--- src/rtl/xbar_cfg_loader_if.sv ---
// Configuration-stream and select-bus bundle between a config source and
// xbar_cfg_loader. The master drives start/word/valid; the slave (loader)
// drives ready, status and the active select bus. fsm_state exposes the
// loader FSM encoding (0 IDLE, 1 LOAD, 2 CHECK, 3 COMMIT) for observation.
interface xbar_cfg_loader_if #(
  parameter int WORD_W   = 32,
  parameter int CFG_BITS = 324
);
  logic                io_cfg_start;
  logic                io_cfg_word_valid;
  logic                io_cfg_word_ready;
  logic [WORD_W-1:0]   io_cfg_word;
  logic                io_busy;
  logic                io_cfg_done;
  logic                io_cfg_err;
  logic [CFG_BITS-1:0] io_mux_configs;
  logic [1:0]          fsm_state;

  modport master (
    output io_cfg_start, io_cfg_word_valid, io_cfg_word,
    input  io_cfg_word_ready, io_busy, io_cfg_done, io_cfg_err,
    input  io_mux_configs, fsm_state
  );

  modport slave (
    input  io_cfg_start, io_cfg_word_valid, io_cfg_word,
    output io_cfg_word_ready, io_busy, io_cfg_done, io_cfg_err,
    output io_mux_configs, fsm_state
  );
endinterface

--- src/rtl/xbar_cfg_loader.sv ---
// xbar_cfg_loader: streams configuration words into a shadow register,
// range-checks every select field one per cycle, then commits the shadow to
// the active crossbar select bus in a single edge so the crossbar never sees
// a partial or illegal configuration.
// Optional feature macro: XBAR_CFG_READBACK_EN adds io_rb_addr/io_rb_data,
// a registered word-wise readback of the active configuration.
//
// Handshake: a word transfers on a rising edge where io_cfg_word_valid and
// io_cfg_word_ready are both high. ready depends on FSM state only (high in
// LOAD), never on valid; valid is ignored whenever ready is low. The source
// holds word stable while valid is high and ready is low.
module xbar_cfg_loader #(
  parameter int NUM_INS  = 39,
  parameter int NUM_OUTS = 54,
  parameter int SEL_W    = 6,
  parameter int WORD_W   = 32,
  localparam int CFG_BITS  = NUM_OUTS * SEL_W,
  localparam int NUM_WORDS = (CFG_BITS + WORD_W - 1) / WORD_W,
  localparam int CNT_W     = (NUM_WORDS > 1) ? $clog2(NUM_WORDS) : 1
) (
  input  logic              clk,
  input  logic              reset,
`ifdef XBAR_CFG_READBACK_EN
  input  logic [CNT_W-1:0]  io_rb_addr,
  output logic [WORD_W-1:0] io_rb_data,
`endif
  xbar_cfg_loader_if.slave  cfg
);

  localparam int FLD_W = (NUM_OUTS > 1) ? $clog2(NUM_OUTS) : 1;

  typedef enum logic [1:0] {
    S_IDLE   = 2'd0,
    S_LOAD   = 2'd1,
    S_CHECK  = 2'd2,
    S_COMMIT = 2'd3
  } state_t;

  state_t              state;
  logic [CNT_W-1:0]    word_cnt;
  logic [FLD_W-1:0]    field_cnt;
  logic [CFG_BITS-1:0] shadow;
  logic [CFG_BITS-1:0] active;
  logic                busy_q;
  logic                done_q;
  logic                err_q;
  logic [SEL_W-1:0]    cur_field;
  logic                field_bad;

  // Select field currently under range check and its legality.
  always_comb begin
    cur_field = shadow[int'(field_cnt) * SEL_W +: SEL_W];
    field_bad = (int'(cur_field) >= NUM_INS);
  end

  // Loader FSM: load words, check fields, commit atomically; all status registered.
  always_ff @(posedge clk or posedge reset) begin
    if (reset) begin
      state     <= S_IDLE;
      word_cnt  <= '0;
      field_cnt <= '0;
      shadow    <= '0;
      active    <= '0;
      busy_q    <= 1'b0;
      done_q    <= 1'b0;
      err_q     <= 1'b0;
    end else begin
      done_q <= 1'b0;
      case (state)
        S_IDLE: begin
          if (cfg.io_cfg_start) begin
            state     <= S_LOAD;
            word_cnt  <= '0;
            field_cnt <= '0;
            err_q     <= 1'b0;
            busy_q    <= 1'b1;
          end
        end
        S_LOAD: begin
          if (cfg.io_cfg_start) begin
            // Abort: restart the load from word 0; active stays as is.
            word_cnt  <= '0;
            field_cnt <= '0;
            err_q     <= 1'b0;
          end else if (cfg.io_cfg_word_valid) begin
            // Word k lands at bits [k*WORD_W +: WORD_W]; bits past CFG_BITS drop.
            for (int b = 0; b < CFG_BITS; b++) begin
              if ((b / WORD_W) == int'(word_cnt)) begin
                shadow[b] <= cfg.io_cfg_word[b % WORD_W];
              end
            end
            word_cnt <= word_cnt + 1'b1;
            if (word_cnt == CNT_W'(NUM_WORDS - 1)) begin
              state     <= S_CHECK;
              field_cnt <= '0;
            end
          end
        end
        S_CHECK: begin
          if (cfg.io_cfg_start) begin
            state     <= S_LOAD;
            word_cnt  <= '0;
            field_cnt <= '0;
            err_q     <= 1'b0;
          end else if (field_bad) begin
            err_q  <= 1'b1;
            state  <= S_IDLE;
            busy_q <= 1'b0;
          end else if (field_cnt == FLD_W'(NUM_OUTS - 1)) begin
            state <= S_COMMIT;
          end else begin
            field_cnt <= field_cnt + 1'b1;
          end
        end
        S_COMMIT: begin
          active <= shadow;
          done_q <= 1'b1;
          if (cfg.io_cfg_start) begin
            // Commit still lands; the new start goes straight into LOAD.
            state     <= S_LOAD;
            word_cnt  <= '0;
            field_cnt <= '0;
            err_q     <= 1'b0;
          end else begin
            state  <= S_IDLE;
            busy_q <= 1'b0;
          end
        end
        default: begin
          state  <= S_IDLE;
          busy_q <= 1'b0;
        end
      endcase
    end
  end

  // Output drive: ready decodes state only; the rest are registers.
  always_comb begin
    cfg.io_cfg_word_ready = (state == S_LOAD);
    cfg.io_busy           = busy_q;
    cfg.io_cfg_done       = done_q;
    cfg.io_cfg_err        = err_q;
    cfg.io_mux_configs    = active;
    cfg.fsm_state         = state;
  end

`ifdef XBAR_CFG_READBACK_EN
  logic [NUM_WORDS*WORD_W-1:0] active_pad;

  // Active config zero-padded to whole words so the top word reads 0 above CFG_BITS.
  always_comb begin
    active_pad                 = '0;
    active_pad[CFG_BITS-1:0]   = active;
  end

  // Registered readback; out-of-range addresses return 0.
  always_ff @(posedge clk or posedge reset) begin
    if (reset) begin
      io_rb_data <= '0;
    end else if (int'(io_rb_addr) < NUM_WORDS) begin
      io_rb_data <= active_pad[int'(io_rb_addr) * WORD_W +: WORD_W];
    end else begin
      io_rb_data <= '0;
    end
  end
`endif

endmodule

--- src/flat_wrapper.sv ---
// flat-port wrapper written by rule: the top's interface ports become plain ports
module xbar_cfg_loader_flat 
#(
  parameter int NUM_INS  = 39,
  parameter int NUM_OUTS = 54,
  parameter int SEL_W    = 6,
  parameter int WORD_W   = 32,
  localparam int CFG_BITS  = NUM_OUTS * SEL_W,
  localparam int NUM_WORDS = (CFG_BITS + WORD_W - 1) / WORD_W,
  localparam int CNT_W     = (NUM_WORDS > 1) ? $clog2(NUM_WORDS) : 1
)
  (clk, reset, cfg_io_cfg_start, cfg_io_cfg_word_valid, cfg_io_cfg_word, cfg_io_cfg_word_ready, cfg_io_busy, cfg_io_cfg_done, cfg_io_cfg_err, cfg_io_mux_configs, cfg_fsm_state);
  xbar_cfg_loader_if #(.WORD_W(WORD_W), .CFG_BITS((NUM_OUTS * SEL_W))) cfg_i ();
  input  logic clk;
  input  logic reset;
  input wire logic [$bits(cfg_i.io_cfg_start)-1:0] cfg_io_cfg_start;
  input wire logic [$bits(cfg_i.io_cfg_word_valid)-1:0] cfg_io_cfg_word_valid;
  input wire logic [$bits(cfg_i.io_cfg_word)-1:0] cfg_io_cfg_word;
  output wire logic [$bits(cfg_i.io_cfg_word_ready)-1:0] cfg_io_cfg_word_ready;
  output wire logic [$bits(cfg_i.io_busy)-1:0] cfg_io_busy;
  output wire logic [$bits(cfg_i.io_cfg_done)-1:0] cfg_io_cfg_done;
  output wire logic [$bits(cfg_i.io_cfg_err)-1:0] cfg_io_cfg_err;
  output wire logic [$bits(cfg_i.io_mux_configs)-1:0] cfg_io_mux_configs;
  output wire logic [$bits(cfg_i.fsm_state)-1:0] cfg_fsm_state;
  assign cfg_i.io_cfg_start = cfg_io_cfg_start;
  assign cfg_i.io_cfg_word_valid = cfg_io_cfg_word_valid;
  assign cfg_i.io_cfg_word = cfg_io_cfg_word;
  assign cfg_io_cfg_word_ready = cfg_i.io_cfg_word_ready;
  assign cfg_io_busy = cfg_i.io_busy;
  assign cfg_io_cfg_done = cfg_i.io_cfg_done;
  assign cfg_io_cfg_err = cfg_i.io_cfg_err;
  assign cfg_io_mux_configs = cfg_i.io_mux_configs;
  assign cfg_fsm_state = cfg_i.fsm_state;
  xbar_cfg_loader #(.NUM_INS(NUM_INS), .NUM_OUTS(NUM_OUTS), .SEL_W(SEL_W), .WORD_W(WORD_W)) u_core (.clk(clk), .reset(reset), .cfg(cfg_i));
endmodule
--- config.mk ---
export PLATFORM = sky130hd
export DESIGN_NAME = xbar_cfg_loader_flat
export DESIGN_NICKNAME = d
export VERILOG_FILES = /design/src/rtl/xbar_cfg_loader_if.sv /design/src/rtl/xbar_cfg_loader.sv /design/src/flat_wrapper.sv
export SDC_FILE = /design/constraint.sdc
export NUM_CORES = 1
export LEC_CHECK = 0
export CAP_MARGIN = 15
export CORE_MARGIN = 4
export CORE_UTILIZATION = 45
export DETAILED_ROUTE_END_ITERATION = 10
export GPL_TIMING_DRIVEN = 1
export PLACE_DENSITY_LB_ADDON = 0.3
export SYNTH_ARGS = -nofsm -noshare
export SYNTH_HDL_FRONTEND = slang
export SYNTH_SLANG_ARGS = --single-unit
--- constraint.sdc ---
create_clock -name clk -period 31.2 [get_ports clk]
set_input_delay 9.36 -clock clk [delete_from_list [all_inputs] [get_ports clk]]
set_output_delay 9.36 -clock clk [all_outputs]
set_load 0.01 [all_outputs]
==> results of run 1 <==
==> metal layers <==
layer	vias to the layer above	global-route usage, %
li1	7206	-
met1	9139	35.4
met2	594	42.0
met3	111	4.66
met4	4	8.46
met5	-	0
==> registers in the layout, summed over array words and instances, names as in the netlist <==
register / cells
u_core.cfg.io_mux_configs: 324
u_core.cfg.io_cfg_err: 1
u_core.field_cnt: 6
u_core.cfg.fsm_state: 2
u_core.cfg.io_cfg_done: 1
u_core.cfg.io_busy: 1
u_core.shadow: 324
u_core.word_cnt: 4
==> worst register-to-register path: cells and delay by family (launching register included) <==
family	cells	cell delay (ns)
buffers and inverters	1	0.83
muxes	3	1.13
AOI/OAI and AO/OA	3	0.59
DFF	1	1.03
and+or+nand+nor	3	0.60
==> layout by cell type (no fill, tap or decap), types with 15 or more instances in the layout <==
cell type        instances
a21oi_1                 15
buf_4                   33
clkbuf_16               71
clkbuf_8                20
clkdlybuf4s50_1        365
dfrtp_1                661
mux2_2                 650
mux4_2                  28
nand2_1                 51
nand3_1                 26
nor2_1                  30
nor3_1                  31
o211ai_1                15
o21ai_0                 22
==> area by class of cell <==
class | instances | area (µm²)
diodes | 6 | 15.0
clock buffers | 105 | 2100
clock inverters | 22 | 254
fillers | 4619 | 25500
inverters | 13 | 56.3
multi-input cells | 993 | 9900
flip-flops and latches | 663 | 16600
well taps | 773 | 967
repair buffers | 404 | 4000
==> kinds of logic after synthesis <==
kind of cell / share of synthesized area, %
DFF: 61.2
muxes: 29.5
buffers and inverters: 2.26
adders and majority gates: 0.508
and+or+nand+nor: 3.36
AOI/OAI and AO/OA: 3.03
xor gates and xnor gates: 0.0647
==> through the flow <==
| step | utilization, % | total power, mW | setup slack, ns |
|---|---|---|---|
| 2_1_floorplan | - | 1.41 | 3.26 |
| 3_5_place_dp | 53.0 | 1.67 | 18.84 |
| 5_1_grt | 57.1 | 2.60 | 19.15 |
| 3_3_place_gp | 53.0 | 1.65 | 18.90 |
| 6_report | 57.1 | 2.51 | 19.57 |
| 4_1_cts | 57.0 | 2.52 | 19.50 |
==> power by group through the flow <==
| stage | registers (mW) | logic (mW) | clock network (mW) |
|---|---|---|---|
| floorplan | 1.09 | 0.326 | 0 |
| global placement | 1.10 | 0.557 | 0 |
| detailed placement | 1.10 | 0.570 | 0 |
| CTS | 1.09 | 0.572 | 0.861 |
| global route | 1.10 | 0.605 | 0.897 |
| finish | 1.09 | 0.567 | 0.850 |
==> final timing paths <==
kind | startpoint | end | slack, ns | cells past startpoint
max in group clk | u_core.cfg.fsm_state[1] | cfg_io_cfg_word_ready | 19.63 | 3
worst max-delay path | reset | u_core.shadow[139] | 19.57 | 4
worst min register to register | u_core.cfg.io_mux_configs[288] | u_core.cfg.io_mux_configs[288] | 0.50 | 1
worst max register to register | u_core.field_cnt[0] | u_core.field_cnt[0] | 26.91 | 10
worst min-delay path | u_core.cfg.io_mux_configs[288] | u_core.cfg.io_mux_configs[288] | 0.50 | 1
min in group asynchronous | reset | u_core.cfg.io_mux_configs[227] | 9.27 | 2
==> flow_metrics.env, run 1 <==
export IMPL_grt_pass1_wl_um=121000
export IMPL_comb_power_share_pct=22.6
export IMPL_clockBufferDepth=3
export IMPL_wl_met2_um=41100
export IMPL_grt_ovfl_total=0
export IMPL_final_antenna_net_count=0
export IMPL_synth_most_common_cell="dfrtp_1"
export IMPL_switchingPower_mw=0.712
export IMPL_synth_main_ff_cell="dfrtp_1"
export IMPL_worstPathArrival_ns=12.22
export IMPL_cts_sinks=663
export IMPL_fin_area_mm2=0.0339
export IMPL_ios=366
export IMPL_die_area_mm2=0.0642
export IMPL_setup_viol=0
export IMPL_clkLatencyLatePin_ns=0.61
export IMPL_antenna_found_initial=18
export IMPL_syn_to_final_growth_pct=25.1
export IMPL_dp_cells=2844
export IMPL_syn_area_per_cell_um2=15.1
export IMPL_final_setup_tns_ns=0
export IMPL_worstMarginPinSlew_ns=1.36
export IMPL_power_density_mw_per_mm2=73.9
export IMPL_relSlewSlack_pct=9.12
export IMPL_clock_root_buffer="clkbuf_16"
export IMPL_start_util_pct=45.6
export IMPL_hp_class="flop to flop"
export IMPL_intPower_mw=1.79
export IMPL_vdd_drop_max_uv=57.7
export IMPL_grtUsageTotal_pct=25.8
export IMPL_gp_congestion=0.811
export IMPL_synth_cell_types=68
export IMPL_drt_wirelength_per_cell_um=28.1
export IMPL_cts_buffers=69
export IMPL_syn_nets=1844
export IMPL_post_cts_buffers=0
export IMPL_synthCells=1797
export IMPL_crit_path_frequent_cell="buf_4"
export IMPL_cp_end_kind="asynchronous set/reset pin"
export IMPL_period_share_pct=37.3
export IMPL_crit_fanout=103
export IMPL_nets=2191
export IMPL_dr_pass1_iters=5
export IMPL_htree_levels=3
export IMPL_cts_tree="built"
export IMPL_crit_path_top_delay_cell="buf_4"
export IMPL_grt_max_degree=186
export IMPL_async_flop_share_pct=100
export IMPL_io_buffers=365
export IMPL_power_switching_fraction_pct=28.4
export IMPL_drive_gt1_share_pct=38.3
export IMPL_worst_path_buf_inv=4
export IMPL_design_core_area_mm2=0.0594
export IMPL_whs_ns=0.503
export IMPL_synth_top_area_cell="dfrtp_1"
export IMPL_seq_area_frac_synth_pct=61.2
export IMPL_holdBufCountCts=0
export IMPL_yosys_warnings=0
export IMPL_p_seq_share_pct=43.4
export IMPL_synth_edf_count=0
export IMPL_ys_ff_latch=663
export IMPL_status="complete, no violations"
export IMPL_synth_area_leaders="dfrtp_1, mux2_2, mux4_2"
export IMPL_yosysTopAreaCellShare_pct=61.2
export IMPL_remaining_drc_errors=0
export IMPL_crit_path_max_incr_delay_ns=0.90
export IMPL_vias=17054
export IMPL_critPathKind="primary input to asynchronous set/reset pin"
export IMPL_routed_wl_um=83700
export IMPL_dpl_hpwl_um=53900
export IMPL_start_kind="primary input"
export IMPL_cap_violations=0
export IMPL_routed_top_layer="met5"
export IMPL_dr_wl_met3_um=5170
export IMPL_critPathTopFamily="buffers and inverters"
export IMPL_die_h_um=253
export IMPL_grt_pass1_vias=17535
export IMPL_vias_per_cell=5.72
export IMPL_wl_met1_um=35200
export IMPL_rsz0062_at_grt="false"
export IMPL_slew_viol_final=0
export IMPL_dieWidth_um=253
export IMPL_final_cells=2979
export IMPL_rows=89
export IMPL_hold_viol_final=0
export IMPL_fin_worst_skew_ns=0.0129
export IMPL_power_frac_clock_pct=33.9
export IMPL_path_cells="clkdlybuf4s50_1 > inv_8 > buf_4 > buf_4"
export IMPL_dpl_cell_area_mm2=0.0315
export IMPL_ys_top_cells_by_count="dfrtp_1, mux2_2, buf_1"
export IMPL_drt_initial_drc_count=1420
export IMPL_fin_crit_ns=11.63
export IMPL_synth_area_mm2=0.0271
export IMPL_post_cts_resized=0
export IMPL_p_leak_nw=16.0
export IMPL_clk_pin_slew_ns=0.06
export IMPL_fmax_mhz=85.9
export IMPL_crit_required_ns=31.78
Power figures use the tool's default switching activity.
==> inputs of run 2 (changes only) <==
==> constraint.sdc (replaced) <==
create_clock -name clk -period 11.3 [get_ports clk]
set_input_delay 3.39 -clock clk [delete_from_list [all_inputs] [get_ports clk]]
set_output_delay 3.39 -clock clk [all_outputs]
set_load 0.01 [all_outputs]
==> flow_metrics.env, run 2 (same netlist as run 1, synthesis figures left out) <==
export IMPL_drt_initial_drc_count=1215
export IMPL_grtUsageTotal_pct=25.7
export IMPL_clkLatencyLatePin_ns=0.60
export IMPL_post_cts_resized=0
export IMPL_dp_cells=2847
export IMPL_start_kind="flop"
export IMPL_cts_tree="built"
export IMPL_die_area_mm2=0.0642
export IMPL_drive_gt1_share_pct=38.0
export IMPL_crit_path_top_delay_cell="clkdlybuf4s50_1"
export IMPL_worstPathArrival_ns=2.25
export IMPL_cts_buffers=69
export IMPL_rr_endpoint="u_core.field_cnt[0]"
export IMPL_clockBufferDepth=3
export IMPL_die_h_um=253
export IMPL_layout_common_cells="dfrtp_1, mux2_2, clkdlybuf4s50_1"
export IMPL_critPathKind="flop to output port"
export IMPL_final_common_cell="dfrtp_1"
export IMPL_path_cells="inv_1 > ha_1 > clkdlybuf4s50_1"
export IMPL_start_util_pct=45.6
export IMPL_ios=366
export IMPL_worstMarginPinSlew_ns=1.17
export IMPL_gp_congestion=0.829
export IMPL_startpoint="u_core.cfg.fsm_state[1]"
export IMPL_design_core_area_mm2=0.0594
export IMPL_period_share_pct=49.9
export IMPL_routed_wl_um=83100
export IMPL_crit_required_ns=7.91
export IMPL_holdBufCountCts=0
export IMPL_status="complete, no violations"
export IMPL_fin_area_mm2=0.0337
export IMPL_worstSetupEndpoint="cfg_io_cfg_word_ready"
export IMPL_io_buffers=365
export IMPL_dpl_hpwl_um=54400
export IMPL_rows=89
export IMPL_vias_per_cell=5.73
export IMPL_setup_viol=0
export IMPL_remaining_drc_errors=0
export IMPL_crit_fanout=7
export IMPL_fin_worst_skew_ns=0.0188
export IMPL_clock_root_buffer="clkbuf_16"
export IMPL_final_setup_tns_ns=0
export IMPL_grt_pass1_wl_um=120000
export IMPL_slew_viol_final=0
export IMPL_p_total_mw=6.81
export IMPL_r2r_setup_slack_ns=7.21
export IMPL_final_cells=2972
export IMPL_crit_path_max_incr_delay_ns=0.68
export IMPL_relSlewSlack_pct=21.5
export IMPL_vdd_drop_max_uv=122
export IMPL_dieWidth_um=253
export IMPL_clk_pin_slew_ns=0.06
export IMPL_fin_util_pct=56.8
export IMPL_whs_ns=0.504
export IMPL_vias=17025
export IMPL_fmax_mhz=177
export IMPL_fill_cells=4702
export IMPL_r2r_start="u_core.field_cnt[0]"
export IMPL_p_leak_nw=15.9
export IMPL_syn_to_final_growth_pct=24.5
export IMPL_dp_slack_ns=5.28
export IMPL_htree_levels=3
export IMPL_grt_pass1_vias=17678
export IMPL_dpl_cell_area_mm2=0.0315
export IMPL_hp_class="flop to flop"
export IMPL_grt_ovfl_total=0
export IMPL_rsz0062_at_grt="false"
export IMPL_grt_max_degree=185
export IMPL_cap_violations=0
export IMPL_dr_pass1_iters=5
export IMPL_hold_viol_final=0
export IMPL_antenna_found_initial=12
export IMPL_cp_end_kind="output port"
export IMPL_drt_wirelength_per_cell_um=28.0
export IMPL_r2r_cells=9
export IMPL_nets=2192
export IMPL_post_cts_buffers=0
export IMPL_setup_slack_ns=5.66
export IMPL_final_antenna_net_count=0
export IMPL_fin_crit_ns=5.64
export IMPL_power_density_mw_per_mm2=202
export IMPL_cts_sinks=663
run 2: power by group:
part | total [mW] | internal (mW) | leakage, nW | switching (mW)
logic | 1.56 | 0.831 | 5.75 | 0.730
registers | 3.01 | 2.71 | 9.05 | 0.298
clock network | 2.24 | 1.31 | 1.09 | 0.923
run 2: worst max-delay path: cells and delay by family (launching register included):
| family | cells | cell delay, ns |
|---|---|---|
| buffers and inverters | 2 | 0.85 |
| flip-flops | 1 | 0.47 |
| adder cells (fa/ha/maj) | 1 | 0.32 |
run 2: how the worst min path moves through the flow:
stage / start / endpoint / slack [ns] / depth (start not counted)
after CTS: u_core.cfg.io_mux_configs[209] / u_core.cfg.io_mux_configs[209] / 0.51 / 1
after detailed placement: u_core.cfg.io_mux_configs[163] / u_core.cfg.io_mux_configs[163] / 0.49 / 1
after global placement: u_core.cfg.io_mux_configs[308] / u_core.cfg.io_mux_configs[308] / 0.49 / 1
after global routing: u_core.cfg.io_mux_configs[209] / u_core.cfg.io_mux_configs[209] / 0.52 / 1
final: u_core.cfg.io_mux_configs[238] / u_core.cfg.io_mux_configs[238] / 0.50 / 1
after floorplan: u_core.shadow[318] / u_core.shadow[318] / 0.49 / 1
run 2: final cells by class:
type | instances | area (µm²) | area share (%)
Clock buffer | 103 | 2040 | 6.04
Inverter | 13 | 52.6 | 0.156
Clock inverter | 18 | 180 | 0.534
Antenna cell | 4 | 10.0 | 0.0297
Timing Repair Buffer | 405 | 3990 | 11.8
Sequential cell | 663 | 16600 | 49.2
Multi-Input combinational cell | 993 | 9900 | 29.3
Tap cell | 773 | 967 | 2.87
run 2: routing by layer:
metal  track usage (%)  routed length, µm  up-vias
met5                 0                  0        -
met4              8.53               2280        0
met3              3.77               4260      121
met2              42.0              41000      584
met1              35.6              35600     9111
li1                  -                  -     7209
==> inputs of run 3 (changes only) <==
==> constraint.sdc (replaced) <==
create_clock -name clk -period 5.1 [get_ports clk]
set_input_delay 1.53 -clock clk [delete_from_list [all_inputs] [get_ports clk]]
set_output_delay 1.53 -clock clk [all_outputs]
set_load 0.01 [all_outputs]
==> flow_metrics.env, run 3 (same netlist as run 1, synthesis figures left out) <==
export IMPL_clkLatencyLatePin_ns=0.60
export IMPL_final_common_cell="dfrtp_1"
export IMPL_power_switching_fraction_pct=28.4
export IMPL_hp_class="flop to flop"
export IMPL_rsz0062_at_grt="false"
export IMPL_post_cts_buffers=0
export IMPL_vias_per_cell=5.74
export IMPL_clock_root_buffer="clkbuf_16"
export IMPL_htree_levels=3
export IMPL_drive_gt1_share_pct=38.4
export IMPL_dieWidth_um=253
export IMPL_intPower_mw=10.9
export IMPL_grtUsageTotal_pct=26.0
export IMPL_power_frac_clock_pct=33.1
export IMPL_vdd_drop_max_uv=333
export IMPL_dpl_hpwl_um=55200
export IMPL_crit_fanout=7
export IMPL_period_share_pct=74.0
export IMPL_cts_sinks=663
export IMPL_r2r_start="u_core.field_cnt[0]"
export IMPL_io_buffers=365
export IMPL_rows=89
export IMPL_status="complete, no violations"
export IMPL_regArea_mm2=0.0166
export IMPL_nets=2200
export IMPL_setup_slack_ns=1.33
export IMPL_setup_viol=0
export IMPL_die_h_um=253
export IMPL_holdBufCountCts=0
export IMPL_whs_ns=0.504
export IMPL_switchingPower_mw=4.31
export IMPL_grt_max_degree=123
export IMPL_hold_viol_final=0
export IMPL_grt_pass1_vias=17785
export IMPL_gp_congestion=0.815
export IMPL_slew_viol_final=0
export IMPL_post_cts_resized=0
export IMPL_start_kind="flop"
export IMPL_final_antenna_net_count=0
export IMPL_drt_wirelength_per_cell_um=28.3
export IMPL_dp_slack_ns=1.10
export IMPL_die_area_mm2=0.0642
export IMPL_dr_pass1_iters=5
export IMPL_worstPathArrival_ns=2.24
export IMPL_relSlewSlack_pct=15.7
export IMPL_layout_common_cells="dfrtp_1, mux2_2, clkdlybuf4s50_1"
export IMPL_design_core_area_mm2=0.0594
export IMPL_fmax_mhz=265
export IMPL_cp_end_kind="output port"
export IMPL_cap_violations=0
export IMPL_antenna_found_initial=15
export IMPL_fill_cells=4668
export IMPL_p_seq_share_pct=43.7
export IMPL_cts_tree="built"
export IMPL_critPathKind="flop to output port"
export IMPL_fin_worst_skew_ns=0.0292
export IMPL_startpoint="u_core.cfg.fsm_state[1]"
export IMPL_syn_to_final_growth_pct=25.1
export IMPL_start_util_pct=45.6
export IMPL_drt_initial_drc_count=1328
export IMPL_crit_required_ns=3.57
export IMPL_p_leak_nw=15.9
export IMPL_remaining_drc_errors=0
export IMPL_fin_util_pct=57.1
export IMPL_routed_wl_um=84500
export IMPL_worstMarginPinSlew_ns=1.26
export IMPL_grt_pass1_wl_um=122000
export IMPL_comb_power_share_pct=23.2
export IMPL_clockBufferDepth=3
export IMPL_vias=17117
export IMPL_ios=366
export IMPL_r2r_setup_slack_ns=1.45
export IMPL_power_density_mw_per_mm2=448
export IMPL_cts_buffers=69
export IMPL_grt_ovfl_total=0
export IMPL_fin_crit_ns=3.77
export IMPL_clk_pin_slew_ns=0.06
export IMPL_final_setup_tns_ns=0
export IMPL_multiInputGateArea_mm2=0.00990
export IMPL_min_from="u_core.cfg.io_mux_configs[255]"
run 3: final cells by class:
| class | instances | area share (%) |
|---|---|---|
| Clock buffer | 93 | 5.75 |
| Tap cell | 773 | 2.85 |
| Multi-Input combinational cell | 993 | 29.2 |
| Sequential cell | 663 | 49.0 |
| Timing Repair Buffer | 413 | 12.1 |
| Antenna cell | 11 | 0.0812 |
| Inverter | 13 | 0.155 |
| Clock inverter | 23 | 0.846 |
run 3: worst paths after layout:
check	cells after the start	endpoint
min in group asynchronous	2	u_core.cfg.io_mux_configs[221]
hold / removal	1	u_core.cfg.io_mux_configs[255]
setup reg to reg	8	u_core.field_cnt[0]
hold reg to reg	1	u_core.cfg.io_mux_configs[255]
max in group asynchronous	3	u_core.shadow[170]
setup / recovery	3	cfg_io_cfg_word_ready
run 3: stage by stage:
step	instances	total power [mW]	cell area (µm²)
after floorplan	1797	8.64	27100
after global placement	2855	10.2	31600
after detailed placement	2855	10.2	31600
after CTS	2971	15.3	33900
after global routing	2971	15.8	33900
final	2982	15.2	33900
run 3: metal layers:
metal | vias up | GRT usage, % | share of wire (%)
met5 | - | 0 | 0
met4 | 0 | 8.49 | 2.7
met3 | 114 | 3.56 | 5.9
met2 | 614 | 43.0 | 50
met1 | 9162 | 36.0 | 42
li1 | 7227 | - | -
run 3: critical path, cell delays in order (launching register included):
cell	delay [ns]
dfrtp_1	0.48
inv_1	0.18
ha_1	0.32
clkdlybuf4s50_1	0.66
run 3: power groups by stage:
stage | Sequential, mW | Clock, mW | Combinational (mW)
3_5_place_dp | 6.71 | 0 | 3.54
4_1_cts | 6.62 | 5.11 | 3.56
6_report | 6.62 | 5.02 | 3.53
2_1_floorplan | 6.65 | 0 | 2.00
5_1_grt | 6.70 | 5.33 | 3.74
3_3_place_gp | 6.68 | 0 | 3.48
